==> src/rtl/led_scan_pkg.sv <==
// Shared types and helpers for the LED row scanner.
// Holds the scanner FSM state type and the row-index width helper.
package led_scan_pkg;

   typedef enum logic [1:0] {
      StIdle,
      StBlank,
      StDrive,
      StLost
   } scan_state_e;

   function automatic int unsigned idx_width(input int unsigned rows);
      return (rows > 1) ? $clog2(rows) : 1;
   endfunction

endpackage

==> src/rtl/led_sync_edge.sv <==
// Two-flop synchroniser for the row toggle and head flag.
// Produces a one-clock pulse on either toggle edge, plus the aligned head level.
module led_sync_edge (
   input  logic i_CLK,
   input  logic i_RESET,
   input  logic i_TOGGLE_SYNC,
   input  logic i_HEAD_FLAG,
   output logic o_SYNC_EDGE,
   output logic o_HEAD_SYNC
);

   // [1] is the synchronised toggle level, [2] its one-clock-delayed copy
   logic [2:0] tog_q;
   logic [1:0] head_q;

   always_ff @(posedge i_CLK) begin
      if (i_RESET) begin
         tog_q  <= '0;
         head_q <= '0;
      end else begin
         tog_q  <= {tog_q[1:0], i_TOGGLE_SYNC};
         head_q <= {head_q[0], i_HEAD_FLAG};
      end
   end

   assign o_SYNC_EDGE = tog_q[2] ^ tog_q[1];
   assign o_HEAD_SYNC = head_q[1];

endmodule

==> src/rtl/led_row_scanner.sv <==
// LED row scanner: advances a one-hot row sink on every toggle edge with blanking,
// loss-of-sync detection and a sticky overrun flag for wraps without a head flag.
module led_row_scanner
   import led_scan_pkg::*;
#(
   parameter int unsigned ROWS          = 32,
   parameter int unsigned BLANK_CYC     = 2,
   parameter int unsigned TIMEOUT_CYC   = 1023,
   parameter bit          SINK_ACT_HIGH = 1'b1
) (
   input  logic                         i_CLK,
   input  logic                         i_RESET,
   input  logic                         i_TOGGLE_SYNC,
   input  logic                         i_HEAD_FLAG,
   input  logic                         i_ENABLE,
   output logic [ROWS-1:0]              o_LED_SINK,
   output logic [idx_width(ROWS)-1:0]   o_ROW_IDX,
   output logic                         o_FRAME_START,
   output logic                         o_SYNC_LOST,
   output logic                         o_OVERRUN
);

   localparam int unsigned     IdxW       = idx_width(ROWS);
   localparam int unsigned     CntW       = 16;
   localparam logic [ROWS-1:0] SinkOff    = {ROWS{!SINK_ACT_HIGH}};
   localparam logic [3:0]      BlankLast  = 4'((BLANK_CYC > 0) ? BLANK_CYC - 1 : 0);
   localparam logic [CntW-1:0] TimeoutVal = CntW'(TIMEOUT_CYC);
   localparam logic [IdxW-1:0] RowLast    = IdxW'(ROWS - 1);

   scan_state_e     state_q;
   logic [IdxW-1:0] idx_q;
   logic [ROWS-1:0] sink_q;
   logic [3:0]      blank_q;
   logic [CntW-1:0] idle_q;
   logic            frame_q;
   logic            lost_q;
   logic            ovr_q;

   logic            sync_edge;
   logic            head_sync;
   logic            accept;
   logic            wrap;
   logic [IdxW-1:0] idx_next;

   function automatic logic [ROWS-1:0] row_sink(input logic [IdxW-1:0] idx);
      logic [ROWS-1:0] onehot;
      onehot      = '0;
      onehot[idx] = 1'b1;
      return onehot ^ SinkOff;
   endfunction

   led_sync_edge u_sync (
      .i_CLK         (i_CLK),
      .i_RESET       (i_RESET),
      .i_TOGGLE_SYNC (i_TOGGLE_SYNC),
      .i_HEAD_FLAG   (i_HEAD_FLAG),
      .o_SYNC_EDGE   (sync_edge),
      .o_HEAD_SYNC   (head_sync)
   );

   // A head flag wins over a simultaneous wrap
   always_comb begin
      idx_next = idx_q + 1'b1;
      wrap     = 1'b0;
      if (head_sync) begin
         idx_next = '0;
      end else if (idx_q == RowLast) begin
         idx_next = '0;
         wrap     = 1'b1;
      end
   end

   // While lost, only a head-flag edge re-acquires the scan
   assign accept = sync_edge && ((state_q != StLost) || head_sync);

   always_ff @(posedge i_CLK) begin
      if (i_RESET) begin
         state_q <= StIdle;
         idx_q   <= '0;
         sink_q  <= SinkOff;
         blank_q <= '0;
         idle_q  <= '0;
         frame_q <= 1'b0;
         lost_q  <= 1'b0;
         ovr_q   <= 1'b0;
      end else if (!i_ENABLE) begin
         state_q <= StIdle;
         idx_q   <= '0;
         sink_q  <= SinkOff;
         blank_q <= '0;
         idle_q  <= '0;
         frame_q <= 1'b0;
         lost_q  <= 1'b0;
      end else begin
         frame_q <= 1'b0;
         if (sync_edge || (state_q == StIdle)) begin
            idle_q <= '0;
         end else if (idle_q != TimeoutVal) begin
            idle_q <= idle_q + 1'b1;
         end

         if (accept) begin
            idx_q   <= idx_next;
            blank_q <= '0;
            lost_q  <= 1'b0;
            if (head_sync) begin
               ovr_q <= 1'b0;
            end else if (wrap) begin
               ovr_q <= 1'b1;
            end
            if (BLANK_CYC == 0) begin
               state_q <= StDrive;
               sink_q  <= row_sink(idx_next);
               frame_q <= (idx_next == '0);
            end else begin
               state_q <= StBlank;
               sink_q  <= SinkOff;
            end
         end else begin
            unique case (state_q)
               StBlank: begin
                  if (idle_q == TimeoutVal) begin
                     state_q <= StLost;
                     sink_q  <= SinkOff;
                     lost_q  <= 1'b1;
                  end else if (blank_q == BlankLast) begin
                     state_q <= StDrive;
                     sink_q  <= row_sink(idx_q);
                     frame_q <= (idx_q == '0);
                  end else begin
                     blank_q <= blank_q + 1'b1;
                  end
               end
               StDrive: begin
                  if (idle_q == TimeoutVal) begin
                     state_q <= StLost;
                     sink_q  <= SinkOff;
                     lost_q  <= 1'b1;
                  end
               end
               default: ;
            endcase
         end
      end
   end

   assign o_LED_SINK    = sink_q;
   assign o_ROW_IDX     = idx_q;
   assign o_FRAME_START = frame_q;
   assign o_SYNC_LOST   = lost_q;
   assign o_OVERRUN     = ovr_q;

endmodule

==> config.mk <==
export PLATFORM = sky130hd
export DESIGN_NAME = led_row_scanner
export DESIGN_NICKNAME = d
export VERILOG_FILES = /design/src/rtl/led_scan_pkg.sv /design/src/rtl/led_sync_edge.sv /design/src/rtl/led_row_scanner.sv
export SDC_FILE = /design/constraint.sdc
export NUM_CORES = 1
export LEC_CHECK = 0
export ABC_AREA = 1
export CORE_ASPECT_RATIO = 1.75
export CORE_MARGIN = 1.5
export CORE_UTILIZATION = 25
export CTS_BUF_LIST = sky130_fd_sc_hd__clkbuf_2
export CTS_CLUSTER_SIZE = 25
export DETAILED_ROUTE_END_ITERATION = 8
export GPL_TIMING_DRIVEN = 0
export HOLD_SLACK_MARGIN = 0.12
export PLACE_DENSITY = 0.54
export SKIP_CTS_REPAIR_TIMING = 1
export SLEW_MARGIN = 15
export SYNTH_ARGS = -nofsm -noshare
export SYNTH_HDL_FRONTEND = slang
export SYNTH_SLANG_ARGS = --single-unit
==> constraint.sdc <==
create_clock -name i_CLK -period 1.6 [get_ports i_CLK]
set_input_delay 0.16 -clock i_CLK [delete_from_list [all_inputs] [get_ports i_CLK]]
set_output_delay 0.16 -clock i_CLK [all_outputs]
set_load 0.005 [all_outputs]
[Yosys cells after proc, flatten, opt, wreduce, memory -nomap -nowiden]
Cells that the tools add are included.
Storage, ports and cells
  flip-flop bits (word level): 67
Operators by class
  add/subtract/negate cells: 3
  $lt $le $gt $ge: 2
  equal/unequal tests: 11
  muxes and demuxes: 17
  bitwise operators: 5
  reduce and logical (&&, ||, !) cells: 19
Operators by type and width (number)
  32-bit two-way mux: 3
  32-bit one-hot mux with 2 select lines: 1
  16-bit by 1-bit adder with 16-bit output (second input constant): 1
  16-bit by 10-bit == test with 1-bit output (second input constant): 1
  16-bit by 10-bit inequality test with 1-bit output (second input constant): 1
  3-bit AND reduction: 4
  5-bit two-way mux: 2
  5-bit by 6-bit < comparator with 1-bit output (second input constant): 1
  1-bit two-way mux: 6
  2-bit two-way mux: 3
  3-bit inequality test (second input constant): 2
  3-bit OR reduction: 2
  6-bit OR reduction: 1
  5-bit by 1-bit adder with 5-bit output (second input constant): 1
  1-bit demux with 5-bit select: 1
  5-bit == test (second input constant): 1
  5-bit by 1-bit >= comparator with 1-bit output (second input constant): 1
  5-bit logical NOT: 1
  4-bit by 1-bit adder with 4-bit output (second input constant): 1
  4-bit by 1-bit == test with 1-bit output (second input constant): 1
  2-bit inequality test (second input constant): 2
  4-bit inequality test (second input constant): 1
  1-bit inverter: 4
  2-bit one-hot mux with 2 select lines: 1
  other kinds (10): 14

[Logic depth before layout (Yosys ltp)]
  depth in word-level cells: 7
  gate-level depth with buffers: 10
  depth with buffers taken out: 10

[Hierarchy]
A second synthesis with hierarchy kept.
Second synthesis, totals
  cell total of the unflattened synthesis: 406
  area total of the unflattened synthesis: 3034.2 µm²
Modules (own cells, without submodules)
  led_row_scanner: instances 1, cells each 387, area an instance 2881.5 µm², seq. area each 1241.2 µm²
  led_sync_edge: instances 1, cells each 19, area an instance 152.6 µm², seq. area each 100.1 µm²

[Worst setup path after synthesis]
No wires, ideal clock.
  path type: register to register
  start: reg idx_q[0] (netlist: o_ROW_IDX[0])
  end: reg idx_q[3] (netlist: o_ROW_IDX[3])
  library setup time: 0.129 ns
  arrival time: 1.411 ns
  data required time: 1.471 ns
  path slack: 0.060 ns
  cell stages (with the launch flop): 8
  path buffers: 0
  cells stage by stage: dfxtp_1 > ha_1 > inv_1 > nor3_1 > ha_1 > nor2_1 > o21ai_0 > nor3b_1
Between the ends
  cells in the longest elaborated chain, start to end: 3
Ends and longest elaborated chain
  start: declaration: RTL line led_row_scanner.sv:31  | logic [IdxW-1:0] idx_q;
  start signal: assignment: RTL line led_row_scanner.sv:103  | idx_q <= idx_next;
  5-bit by 1-bit adder with 5-bit output / 5-bit == test (equally long branches): RTL line led_row_scanner.sv:63, led_row_scanner.sv:67
  5-bit two-way mux (*): RTL line led_row_scanner.sv:67  | end else if (idx_q == RowLast) begin
  5-bit two-way mux (*): RTL line led_row_scanner.sv:65  | if (head_sync) begin
Every way passes the cells marked *; elsewhere a longest branch is shown, timed or not.
A chain may end at the register's enable or synchronous reset.

[Worst setup path in the final report]
  start: reg idle_q[0]
  end: reg sink_q[4] (netlist: o_LED_SINK[4])
Between the ends
  cells in the longest elaborated chain, start to end: 3
Ends and longest elaborated chain
  start: declaration: RTL line led_row_scanner.sv:34  | logic [CntW-1:0] idle_q;
  start signal: assignment: RTL line led_row_scanner.sv:99  | idle_q <= idle_q + 1'b1;
  16-bit by 10-bit == test with 1-bit output (*): RTL line led_row_scanner.sv:122, led_row_scanner.sv:135
  3-bit inequality test (no source line), or another cell as far along
  3-bit AND reduction (no source line) / 32-bit one-hot mux with 2 select lines (equally long branches)
  end signal: assignment: RTL line led_row_scanner.sv:124  | sink_q <= SinkOff;
  end signal: assignment: RTL line led_row_scanner.sv:128  | sink_q <= row_sink(idx_q);
  end signal: assignment: RTL line led_row_scanner.sv:137  | sink_q <= SinkOff;
  end: declaration: RTL line led_row_scanner.sv:32  | logic [ROWS-1:0] sink_q;
Marks and branches as above.

==> flow_summary.ini <==
[status]
status = finished clean

[timing]
setup_viol = 0
period_share_pct = 97.0
fmax_ghz = 0.644
worst_pin_slew_ns = 0.475
hold_violations = 0
final_max_slew_viol_count = 0
clock_skew_ns = 0.0388
max-slew-margin-rel_pct = 68.1
post-route-min-period_ns = 1.55
rsz0062_at_grt = yes

[die]
io_pins = 45
die_h_um = 150
fp-row-count = 53
fp.dieW_um = 86.7
fp.coreArea_um2 = 12000
start_util_pct = 25.5
die_area_um2 = 13000

[yosys]
synth_cell_types = 34
synth_top_area_cell = dfxtp_1
async_reset_ff_share_pct = 0
syn_inst = 397
synth_ff_type = dfxtp_1
synth-edff-count = 0
seq_area_frac_synth_pct = 43.7
synth_nets = 414
synth_warnings = 0
synth-seq-cells = 67
synth_top_cell_area_share_pct = 43.7
synth.avg_cell_area_um2 = 7.72
synth.cell_area_um2 = 3070
ys_top_cells_by_area = dfxtp_1 44%, nand2_1 12%, a21oi_1 7.7%

[placement]
dp_hpwl_um = 5690
portBuffers = 44
dp.cells = 606
placed_area_um2 = 3710
gp_congestion = 0.842

[cells_and_area]
nNetsFinal = 488
area_growth_pct = 40.6
regArea_um2 = 1420
finish.instance_area_um2 = 4310
multi_input_area_um2 = 1580
fin_cells = 642
fill_cells = 1258
drive_gt1_share_pct = 29.2

[clock_tree]
cts_max_level = 3
cts_made_buffers = 9
numClockSinks = 67
cts_tree = yes
clkTransAtPathRegs_ns = 0.19
clk_latency_ns = 0.55
root_buffer = clkbuf_2
cts_max_path_buffers = 2

[critical_path]
cp_num_buf_inv = 0
crit_type = flop to flop
cpLargestDelayFamily = simple AND/OR/NAND/NOR gates
cp-end-kind = flop
path_cells = ha_4 > nand3_4 > nor2_4 > nand2_4 > nand3_4 > nor2_4 > nand2_1 > a21oi_2
slowest_stage = dfxtp_2
cp_max_fo = 8
cp-start-kind = flop
arrival_ns = 2.04
cp.required_ns = 2.08
slowest_delay_ns = 0.38

[global_routing]
grtUsageTotal_pct = 12.6
overflow = 0
antenna_found_initial = 1
grt_pass1_vias = 2635
grt_max_degree = 13
grt_pass1_wl_um = 12400

[power]
p_leak_uw = 0.00222
peakVddDrop_mv = 0.359
p_per_area_nw_per_um2 = 721

[detailed_routing]
vias = 2790
wl_um = 7880
wl_per_cell_um = 12.3
drt_first_pass_iters = 4
antenna_left = 0
drt_iter0_drc = 146
vias_per_cell = 4.35
drc = 0

[worst_hold_path]
hold_path.class = input pin to flop

[job]
maxCapViolCount = 0
[layer usage]
layer / routed length (um) / vias up / global-route usage, %
met1: 3290 / 1295 / 13.9
met4: 161 / 0 / 5.32
met2: 4180 / 41 / 22.2
met5: 0 / - / 0
met3: 249 / 13 / 3.47
li1: - / 1441 / -
[power by group]
| group | switching [uW] | internal [uW] | leakage, uW |
|---|---|---|---|
| Clock | 653 | 669 | 0.0000919 |
| Combinational | 69.0 | 39.5 | 0.00156 |
| Sequential | 6.23 | 1670 | 0.000568 |
| Total | 728 | 2380 | 0.00222 |
[synth_stat cells, drive strengths merged (4+ instances only)]
master and number:
nor3 12, dfxtp 67, nand4 13, buf 9
ha 12, or2 4, nor2 39, a21oi 50
nand2 101, inv 45, o21ai 9, nand3 20
[worst register-to-register path: stages (launching register included)]
cell and delay (ns):
dfxtp_2 0.38, ha_4 0.18, nand3_4 0.11, nor2_4 0.06
nand2_4 0.09, nand3_4 0.23, nor2_4 0.21, nand2_1 0.11
a21oi_2 0.13
[cell families after synthesis]
kind of cell,after synthesis,share of synthesized area (%)
AO/OA/AOI/OAI,64,11.3
XOR/XNOR,5,1.43
adder cells (fa/ha/maj),12,4.90
buffers and inverters,56,7.83
flip-flops,67,43.7
AND/OR/NAND/NOR,193,30.8
[state kept, by name, summed over array words and instances (netlist names)]
| signal | flops |
|---|---|
| u_sync.tog_q | 3 |
| o_FRAME_START | 1 |
| u_sync.head_q | 2 |
| blank_q | 4 |
| idle_q | 16 |
| o_OVERRUN | 1 |
| o_SYNC_LOST | 1 |
| state_q | 2 |
| o_ROW_IDX | 5 |
| o_LED_SINK | 32 |
[cells in the final DEF (no fill, tap or decap), types with 2 or more instances in the layout]
master | Yosys | routed
o21ai_1 | 2 | 3
inv_2 | 1 | 5
ha_1 | 12 | 6
nor3_1 | 12 | 10
nor3_2 | 0 | 2
nor2_1 | 27 | 26
ha_4 | 0 | 3
ha_2 | 0 | 3
buf_4 | 1 | 20
bufinv_16 | 0 | 3
nor3b_1 | 2 | 2
xor2_1 | 2 | 2
buf_2 | 6 | 3
clkdlybuf4s50_1 | 0 | 4
nand3_4 | 1 | 2
a21oi_2 | 3 | 5
nand2_4 | 2 | 3
nand2_1 | 97 | 95
inv_1 | 44 | 40
dfxtp_2 | 0 | 45
clkinv_2 | 0 | 2
a21oi_1 | 47 | 45
dfxtp_1 | 67 | 17
dlygate4sd3_1 | 0 | 2
nor2_4 | 9 | 10
or2_2 | 4 | 4
nand4_1 | 13 | 13
nand3_1 | 18 | 18
clkbuf_2 | 0 | 10
xnor2_1 | 3 | 3
buf_6 | 2 | 4
dlymetal6s2s_1 | 0 | 40
o21ai_0 | 7 | 6
a31oi_1 | 2 | 2
nand2_2 | 2 | 3
nor2_2 | 2 | 2
dfxtp_4 | 0 | 5
[through the flow]
stage | total power [uW] | TNS (ns) | utilization [%] | setup slack, ns | hold slack, ns
global placement | 1810 | -7.39 | 30.9 | -0.350 | 0.397
floorplan | 1780 | 0 | - | 0.0602 | 0.231
CTS | 3150 | -8.57 | 32.3 | -0.400 | 0.0563
global route | 3240 | -0.160 | 35.9 | -0.0438 | 0.283
finish | 3110 | 0 | 35.9 | 0.0476 | 0.315
detailed placement | 1810 | -7.72 | 30.9 | -0.371 | 0.392
[final timing paths]
kind,to,depth (start not counted),slack [ns],startpoint
setup / recovery,o_LED_SINK[4],8,0.05,idle_q[0]
hold / removal,u_sync.head_q[0],2,0.31,i_RESET
setup reg to reg,o_LED_SINK[4],8,0.05,idle_q[0]
hold reg to reg,u_sync.tog_q[1],2,0.41,u_sync.tog_q[0]
[final cells by class]
class / instances / area share, %
clock inverter: 7 / 2.70
clock buffer: 9 / 1.04
sequential: 67 / 32.9
multi-input combinational: 274 / 36.6
antenna: 1 / 0.0581
tap: 165 / 4.79
timing repair buffer: 63 / 16.0
buffer: 11 / 2.03
inverter: 45 / 3.92
No activity file was read; power rests on OpenSTA's default activity.
